===== src/rtl/spi_rx.sv =====
// -----------------------------------------------------------------------------
// spi_rx - receive-side (target) deserializer for the 3-wire SPI write link.
//
// Samples the asynchronous SEN/SCLK/SDATA pins in the clock domain. It then
// shifts in one frame, MSB first: ADDR_BITS of address followed by DATA_BITS
// of data. Each good frame is presented on a valid/ack holding register.
//
// Optional feature:
//   Define SPI_RX_ADDR_FILTER_EN to deliver only frames whose address
//   satisfies (addr & ADDR_MASK) == (ADDR_MATCH & ADDR_MASK).
//   A good frame that fails the filter is silently discarded.
//
// Ports:
//   clock      in   system clock
//   reset_n    in   synchronous, active-low reset
//   SEN        in   serial enable, active low (asynchronous)
//   SCLK       in   serial clock, idle low (asynchronous)
//   SDATA      in   serial data, sampled on SCLK rising edge (asynchronous)
//   rx_ack     in   downstream consumes the held frame
//   rx_valid   out  held frame available
//   rx_addr    out  held address
//   rx_data    out  held data
//   busy       out  frame in progress
//   frame_err  out  one-cycle pulse: frame ended with a wrong bit count
//   overrun    out  one-cycle pulse: good frame dropped, holding register full
// -----------------------------------------------------------------------------
module spi_rx #(
  parameter int                   ADDR_BITS  = 8,
  parameter int                   DATA_BITS  = 16,
  parameter logic [ADDR_BITS-1:0] ADDR_MATCH = '0,
  parameter logic [ADDR_BITS-1:0] ADDR_MASK  = '0
) (
  input  logic                 clock,
  input  logic                 reset_n,
  input  logic                 SEN,
  input  logic                 SCLK,
  input  logic                 SDATA,
  input  logic                 rx_ack,
  output logic                 rx_valid,
  output logic [ADDR_BITS-1:0] rx_addr,
  output logic [DATA_BITS-1:0] rx_data,
  output logic                 busy,
  output logic                 frame_err,
  output logic                 overrun
);

  localparam int FRAME_BITS = ADDR_BITS + DATA_BITS;
  localparam int CNT_W      = $clog2(FRAME_BITS + 2);

  localparam logic [CNT_W-1:0] CNT_FULL = CNT_W'(FRAME_BITS);
  localparam logic [CNT_W-1:0] CNT_SAT  = CNT_W'(FRAME_BITS + 1);
  localparam logic [CNT_W-1:0] CNT_ONE  = CNT_W'(1);

  // Synchronizer lanes: bit 0 = SEN, bit 1 = SCLK, bit 2 = SDATA.
  // SEN resets high (deasserted); the others reset low.
  localparam logic [2:0] SYNC_RST = 3'b001;

`ifdef SPI_RX_ADDR_FILTER_EN
  localparam logic FILTER_ON = 1'b1;
`else
  localparam logic FILTER_ON = 1'b0;
`endif

  // When the filter is disabled the effective mask is all zeros. The compare
  // then folds to a constant true.
  localparam logic [ADDR_BITS-1:0] EFF_MASK = ADDR_MASK & {ADDR_BITS{FILTER_ON}};

  typedef enum logic [1:0] {
    ST_WAIT  = 2'd0,
    ST_IDLE  = 2'd1,
    ST_SHIFT = 2'd2
  } state_t;

  // ---------------------------------------------------------------------------
  // Input conditioning
  // ---------------------------------------------------------------------------
  logic [2:0] pin_vec;
  logic [2:0] sync_vec;

  assign pin_vec = {SDATA, SCLK, SEN};

  for (genvar gi = 0; gi < 3; gi++) begin : g_sync
    logic meta_reg;
    logic sync_reg;

    always_ff @(posedge clock) begin
      if (!reset_n) begin
        meta_reg <= SYNC_RST[gi];
        sync_reg <= SYNC_RST[gi];
      end else begin
        meta_reg <= pin_vec[gi];
        sync_reg <= meta_reg;
      end
    end

    assign sync_vec[gi] = sync_reg;
  end

  logic sen_s;
  logic sclk_s;
  logic sdata_s;

  assign sen_s   = sync_vec[0];
  assign sclk_s  = sync_vec[1];
  assign sdata_s = sync_vec[2];

  logic sen_d_reg;
  logic sclk_d_reg;

  // The synchronizers reset to SEN = 1, so just after reset sen_s and sen_d
  // can report a "high" that was never seen on the pin. This small fill
  // register marks the point where both reflect real pin samples. Until then,
  // WAIT will not treat SEN as idle. This prevents a frame that was already
  // running across reset from being picked up part-way through.
  logic [2:0] prime_reg;
  logic       primed;

  assign primed = prime_reg[2];

  logic sclk_rise;
  logic sen_fall;
  logic sen_rise;

  assign sclk_rise = sclk_s & ~sclk_d_reg;
  assign sen_fall  = ~sen_s & sen_d_reg;
  assign sen_rise  = sen_s & ~sen_d_reg;

  // ---------------------------------------------------------------------------
  // Frame state
  // ---------------------------------------------------------------------------
  state_t                  state_reg;
  state_t                  state_next;
  logic [FRAME_BITS-1:0]   shift_reg;
  logic [FRAME_BITS-1:0]   shift_next;
  logic [CNT_W-1:0]        count_reg;
  logic [CNT_W-1:0]        count_next;

  // Frame verdict, registered one cycle after sen_rise. The holding register
  // acts on the verdict in the following cycle.
  logic                    good_pend_reg;
  logic                    good_pend_next;
  logic                    bad_pend_reg;
  logic                    bad_pend_next;

  // Holding register and status pulses.
  logic                    rx_valid_reg;
  logic                    rx_valid_next;
  logic [ADDR_BITS-1:0]    rx_addr_reg;
  logic [ADDR_BITS-1:0]    rx_addr_next;
  logic [DATA_BITS-1:0]    rx_data_reg;
  logic [DATA_BITS-1:0]    rx_data_next;
  logic                    frame_err_reg;
  logic                    frame_err_next;
  logic                    overrun_reg;
  logic                    overrun_next;

  logic [ADDR_BITS-1:0]    frame_addr;
  logic [DATA_BITS-1:0]    frame_data;
  logic                    addr_ok;
  logic                    deliver;

  // The shift register still holds the finished frame in the verdict cycle.
  // It can only be cleared by a later sen_fall, and that cannot occur before
  // the holding register has been loaded.
  assign frame_addr = shift_reg[FRAME_BITS-1 -: ADDR_BITS];
  assign frame_data = shift_reg[DATA_BITS-1:0];
  assign addr_ok    = ((frame_addr & EFF_MASK) == (ADDR_MATCH & EFF_MASK));
  assign deliver    = good_pend_reg & addr_ok;

  // Next-state logic: FSM, shifter and bit counter.
  always_comb begin
    state_next     = state_reg;
    shift_next     = shift_reg;
    count_next     = count_reg;
    good_pend_next = 1'b0;
    bad_pend_next  = 1'b0;

    case (state_reg)
      ST_WAIT: begin
        if (primed && sen_s) begin
          state_next = ST_IDLE;
        end
      end

      ST_IDLE: begin
        if (sen_fall) begin
          shift_next = '0;
          count_next = '0;
          state_next = ST_SHIFT;
        end
      end

      ST_SHIFT: begin
        if (sen_rise) begin
          state_next = ST_IDLE;
          if (count_reg == CNT_FULL) begin
            good_pend_next = 1'b1;
          end else begin
            bad_pend_next = 1'b1;
          end
        end else if (sclk_rise) begin
          shift_next = {shift_reg[FRAME_BITS-2:0], sdata_s};
          // Saturate one past full length, so that long frames stay
          // distinguishable from good frames.
          if (count_reg != CNT_SAT) begin
            count_next = count_reg + CNT_ONE;
          end
        end
      end

      default: begin
        state_next = ST_WAIT;
      end
    endcase
  end

  // Next-state logic: holding register.
  always_comb begin
    rx_valid_next  = rx_valid_reg;
    rx_addr_next   = rx_addr_reg;
    rx_data_next   = rx_data_reg;
    frame_err_next = bad_pend_reg;
    overrun_next   = 1'b0;

    if (deliver) begin
      // An ack arriving in the same cycle as a new frame frees the slot.
      if (!rx_valid_reg || rx_ack) begin
        rx_valid_next = 1'b1;
        rx_addr_next  = frame_addr;
        rx_data_next  = frame_data;
      end else begin
        overrun_next  = 1'b1;
      end
    end else if (rx_valid_reg && rx_ack) begin
      rx_valid_next = 1'b0;
    end
  end

  always_ff @(posedge clock) begin
    if (!reset_n) begin
      sen_d_reg     <= 1'b1;
      sclk_d_reg    <= 1'b0;
      prime_reg     <= '0;
      state_reg     <= ST_WAIT;
      shift_reg     <= '0;
      count_reg     <= '0;
      good_pend_reg <= 1'b0;
      bad_pend_reg  <= 1'b0;
      rx_valid_reg  <= 1'b0;
      rx_addr_reg   <= '0;
      rx_data_reg   <= '0;
      frame_err_reg <= 1'b0;
      overrun_reg   <= 1'b0;
    end else begin
      sen_d_reg     <= sen_s;
      sclk_d_reg    <= sclk_s;
      prime_reg     <= {prime_reg[1:0], 1'b1};
      state_reg     <= state_next;
      shift_reg     <= shift_next;
      count_reg     <= count_next;
      good_pend_reg <= good_pend_next;
      bad_pend_reg  <= bad_pend_next;
      rx_valid_reg  <= rx_valid_next;
      rx_addr_reg   <= rx_addr_next;
      rx_data_reg   <= rx_data_next;
      frame_err_reg <= frame_err_next;
      overrun_reg   <= overrun_next;
    end
  end

  assign rx_valid  = rx_valid_reg;
  assign rx_addr   = rx_addr_reg;
  assign rx_data   = rx_data_reg;
  assign busy      = (state_reg == ST_SHIFT);
  assign frame_err = frame_err_reg;
  assign overrun   = overrun_reg;

endmodule


===== config.mk =====
export PLATFORM = sky130hd
export DESIGN_NAME = spi_rx
export DESIGN_NICKNAME = d
export VERILOG_FILES = /design/src/rtl/spi_rx.sv
export SDC_FILE = /design/constraint.sdc
export NUM_CORES = 1
export LEC_CHECK = 0
export ABC_AREA = 1
export CAP_MARGIN = 20
export CORE_UTILIZATION = 59
export DETAILED_ROUTE_END_ITERATION = 6
export PLACE_DENSITY = 0.88
export SLEW_MARGIN = 30
export SYNTH_ARGS = -nofsm -noshare
export SYNTH_HDL_FRONTEND = slang
export SYNTH_SLANG_ARGS = --single-unit

===== constraint.sdc =====
create_clock -name clock -period 2.3 [get_ports clock]
set_input_delay 0.46 -clock clock [delete_from_list [all_inputs] [get_ports clock]]
set_output_delay 0.46 -clock clock [all_outputs]
set_load 0.05 [all_outputs]

==> impl_metrics.yaml <==
setup_path:
  end_kind: "primary output"
  crit_chain: "clkdlybuf4s50_1"
  crit_required_ns: 1.84
  cp.arrival_ns: 1.51
  crit_family: "buffers and inverters"
  cpPeakStageDelay_ns: 0.81
  critPathMaxFanout: 2
  critical_path_depth: 1
  critPathBufInv: 1
  worstSetupPathType: "flop to primary output"
  r2r_cells: 8
  cpMaxStageDelayCell: "clkdlybuf4s50_1"
  critPathLaunchType: "flop"
  r2r_setup_slack_ns: 0.67
synth:
  yosysUniqueCellTypes: 25
  ys_seq_area_frac: 0.5053
  synthAdderAreaFrac: 0.01335
  yosysTopAreaCell: "dfxtp_1"
  yosysWarnings: 0
  yosys.area_share.simple: 0.2607
  syn_avg_cell_area_um2: 8.106
  synth_cells: 347
  netlist_area_mm2: 0.002813
  synth_top_area_frac: 0.5053
  synth_area_leaders: "dfxtp_1, nor2_1, nand2_1"
  synth_seq_cells: 71
  synth_top_family_by_area: "simple AND/OR/NAND/NOR gates"
  synth-xor-area-share: 0.003114
  synth_compound_area_frac: 0.1330
  synth.area.mux_share: 0
  synth_fp_nets: 356
clocking:
  cts_tree: "yes"
  cts_buffers: 9
  cts_setup_buffers: 0
  cts_hold_buf: 0
  cts_root_buffer: "clkbuf_8"
  clk_pin_slew_worst_paths_ns: 0.07
  cts_resized: 0
  cts.sinks: 71
  worstSkewPairLatency_ns: 0.35
  cts_max_path_buffers: 2
  htreeDepth: 3
global_route:
  grt_pass1_wl_mm: 9.459
  gr-usage-met2: 0.4103
  grt-ovfl-total: 0
  grt_max_degree: 33
  met3_usage: 0.08974
  antenna_found_initial: 0
  grt_pass1_vias: 2173
  grtUsageTotal: 0.2482
  met1_usage: 0.2929
  busiest_layer: "met2"
timing:
  setup_tns_ns: 0
  clock.fmax_mhz: 508.2
  rsz0062_at_grt: "no"
  slew_viol_final: 0
  skew_ns: 0.007470
  slew_headroom: 0.6562
  period_needed_ns: 1.968
  setup_viol: 0
  finalCritPeriodShare: 0.8556
  hold_violations: 0
  worst_pin_slew_ns: 0.5152
power:
  ir_drop_mv: 0.6752
  p_leak_nw: 1.374
  power.density_mw_per_mm2: 735.3
die:
  die_w_um: 71.05
  rows: 24
  start_util: 0.6286
  die_area_mm2: 0.005047
  ios: 34
  core_mm2: 0.004474
  die_h_um: 71.05
routing:
  firstDrtPassIters: 7
  wl_mm: 5.424
  first_iter_violations: 199
  wl_per_cell_um: 12.47
  ant_nets: 0
  route.vias.total: 2229
  drc: 3
  avgViaCountPerCell: 5.124
place:
  dp_hpwl_mm: 3.463
  numPortBuffers: 33
  gp_congestion: 0.7676
  dp_cells: 419
finish:
  largest_register_ffs: 24
  diodes: 0
  nFillCells: 338
  fin_cells: 435
  finalNetCount: 387
  drive_gt1_frac: 0.1567
  area_delta_synth_final_pct: 19.71
min_path:
  hold_class: "flop to flop"
  min_path_cells: 1
outcome:
  violations: "design-rule violations"
  outcome: "finished with violations"
job:
  cap_violations: 0
[placed cells by master, fill, tap and decap left out]
| master | count |
|---|---|
| a21oi_1 | 17 |
| a21oi_2 | 12 |
| buf_12 | 1 |
| buf_4 | 5 |
| bufinv_16 | 2 |
| clkbuf_8 | 10 |
| clkdlybuf4s50_1 | 32 |
| clkinv_2 | 3 |
| clkinv_4 | 1 |
| dfxtp_1 | 71 |
| ha_1 | 3 |
| inv_1 | 32 |
| inv_2 | 2 |
| nand2_1 | 45 |
| nand2_2 | 4 |
| nand2_4 | 2 |
| nand3_1 | 11 |
| nand3_2 | 13 |
| nor2_1 | 74 |
| nor2_4 | 1 |
| nor2_8 | 1 |
| nor3_1 | 2 |
| o21ai_0 | 32 |
| o21ai_1 | 3 |
| o21ai_2 | 1 |
| or2_2 | 2 |
| xor2_1 | 1 |
[area by class of cell]
type	instances	area, um^2	area share
flip-flops and latches	71	1421	0.4221
multi-input cells	224	1154	0.3426
repair buffers	38	377.9	0.1122
clock buffers	10	137.6	0.04088
inverters	34	127.6	0.03790
clock inverters	6	83.83	0.02490
well taps	52	65.06	0.01932
[metrics by stage]
| stage | util | total power [mW] | area, um^2 | hold slack (ns) | setup slack (ns) |
|---|---|---|---|---|---|
| 2_1_floorplan | - | 1.381 | 2813 | 0.3905 | 0.8787 |
| 3_3_place_gp | 0.7030 | 1.398 | 3146 | 0.3938 | 0.5739 |
| 3_5_place_dp | 0.7030 | 1.404 | 3146 | 0.4001 | 0.5193 |
| 4_1_cts | 0.7525 | 2.495 | 3367 | 0.4091 | 0.3122 |
| 5_1_grt | 0.7525 | 2.556 | 3367 | 0.4231 | 0.2904 |
| 6_report | 0.7525 | 2.476 | 3367 | 0.4099 | 0.3321 |
[where the power goes]
group	leakage [nW]	switching, mW	internal [mW]
clock	0.116	0.463	0.636
sequential	0.575	0.0137	1.25
combinational	0.683	0.0728	0.0385
total	1.37	0.549	1.93
[cells by family (layout without fill, tap and decap cells)]
kind of cell	count (synthesis)	after routing
adder cells (fa/ha/maj)	3	3
AO/OA/AOI/OAI	65	65
buffers and inverters	52	88
AND/OR/NAND/NOR	155	155
flip-flops	71	71
XOR/XNOR	1	1
[per-layer routing]
layer,wire length [um],vias up
met1,2473,1011
met5,0,-
li1,-,1154
met4,97,0
met2,2556,55
met3,297,9
[final timing paths]
kind | startpoint | endpoint
worst min-delay path | g_sync[0].meta_reg | g_sync[0].sync_reg
worst min register to register | g_sync[0].meta_reg | g_sync[0].sync_reg
worst max-delay path | rx_data[0] | rx_data[0]
worst max register to register | state_reg[0] | count_reg[1]
[cells in the mapped netlist, drive strengths merged]
library cell  instances
a21oi                29
buf                   8
clkbuf               10
dfxtp                71
ha                    3
inv                  34
nand2                51
nand3                24
nor2                 76
nor3                  2
o21ai                36
or2                   2
xor2                  1
Note: power is estimated with default switching activity, not from simulation.
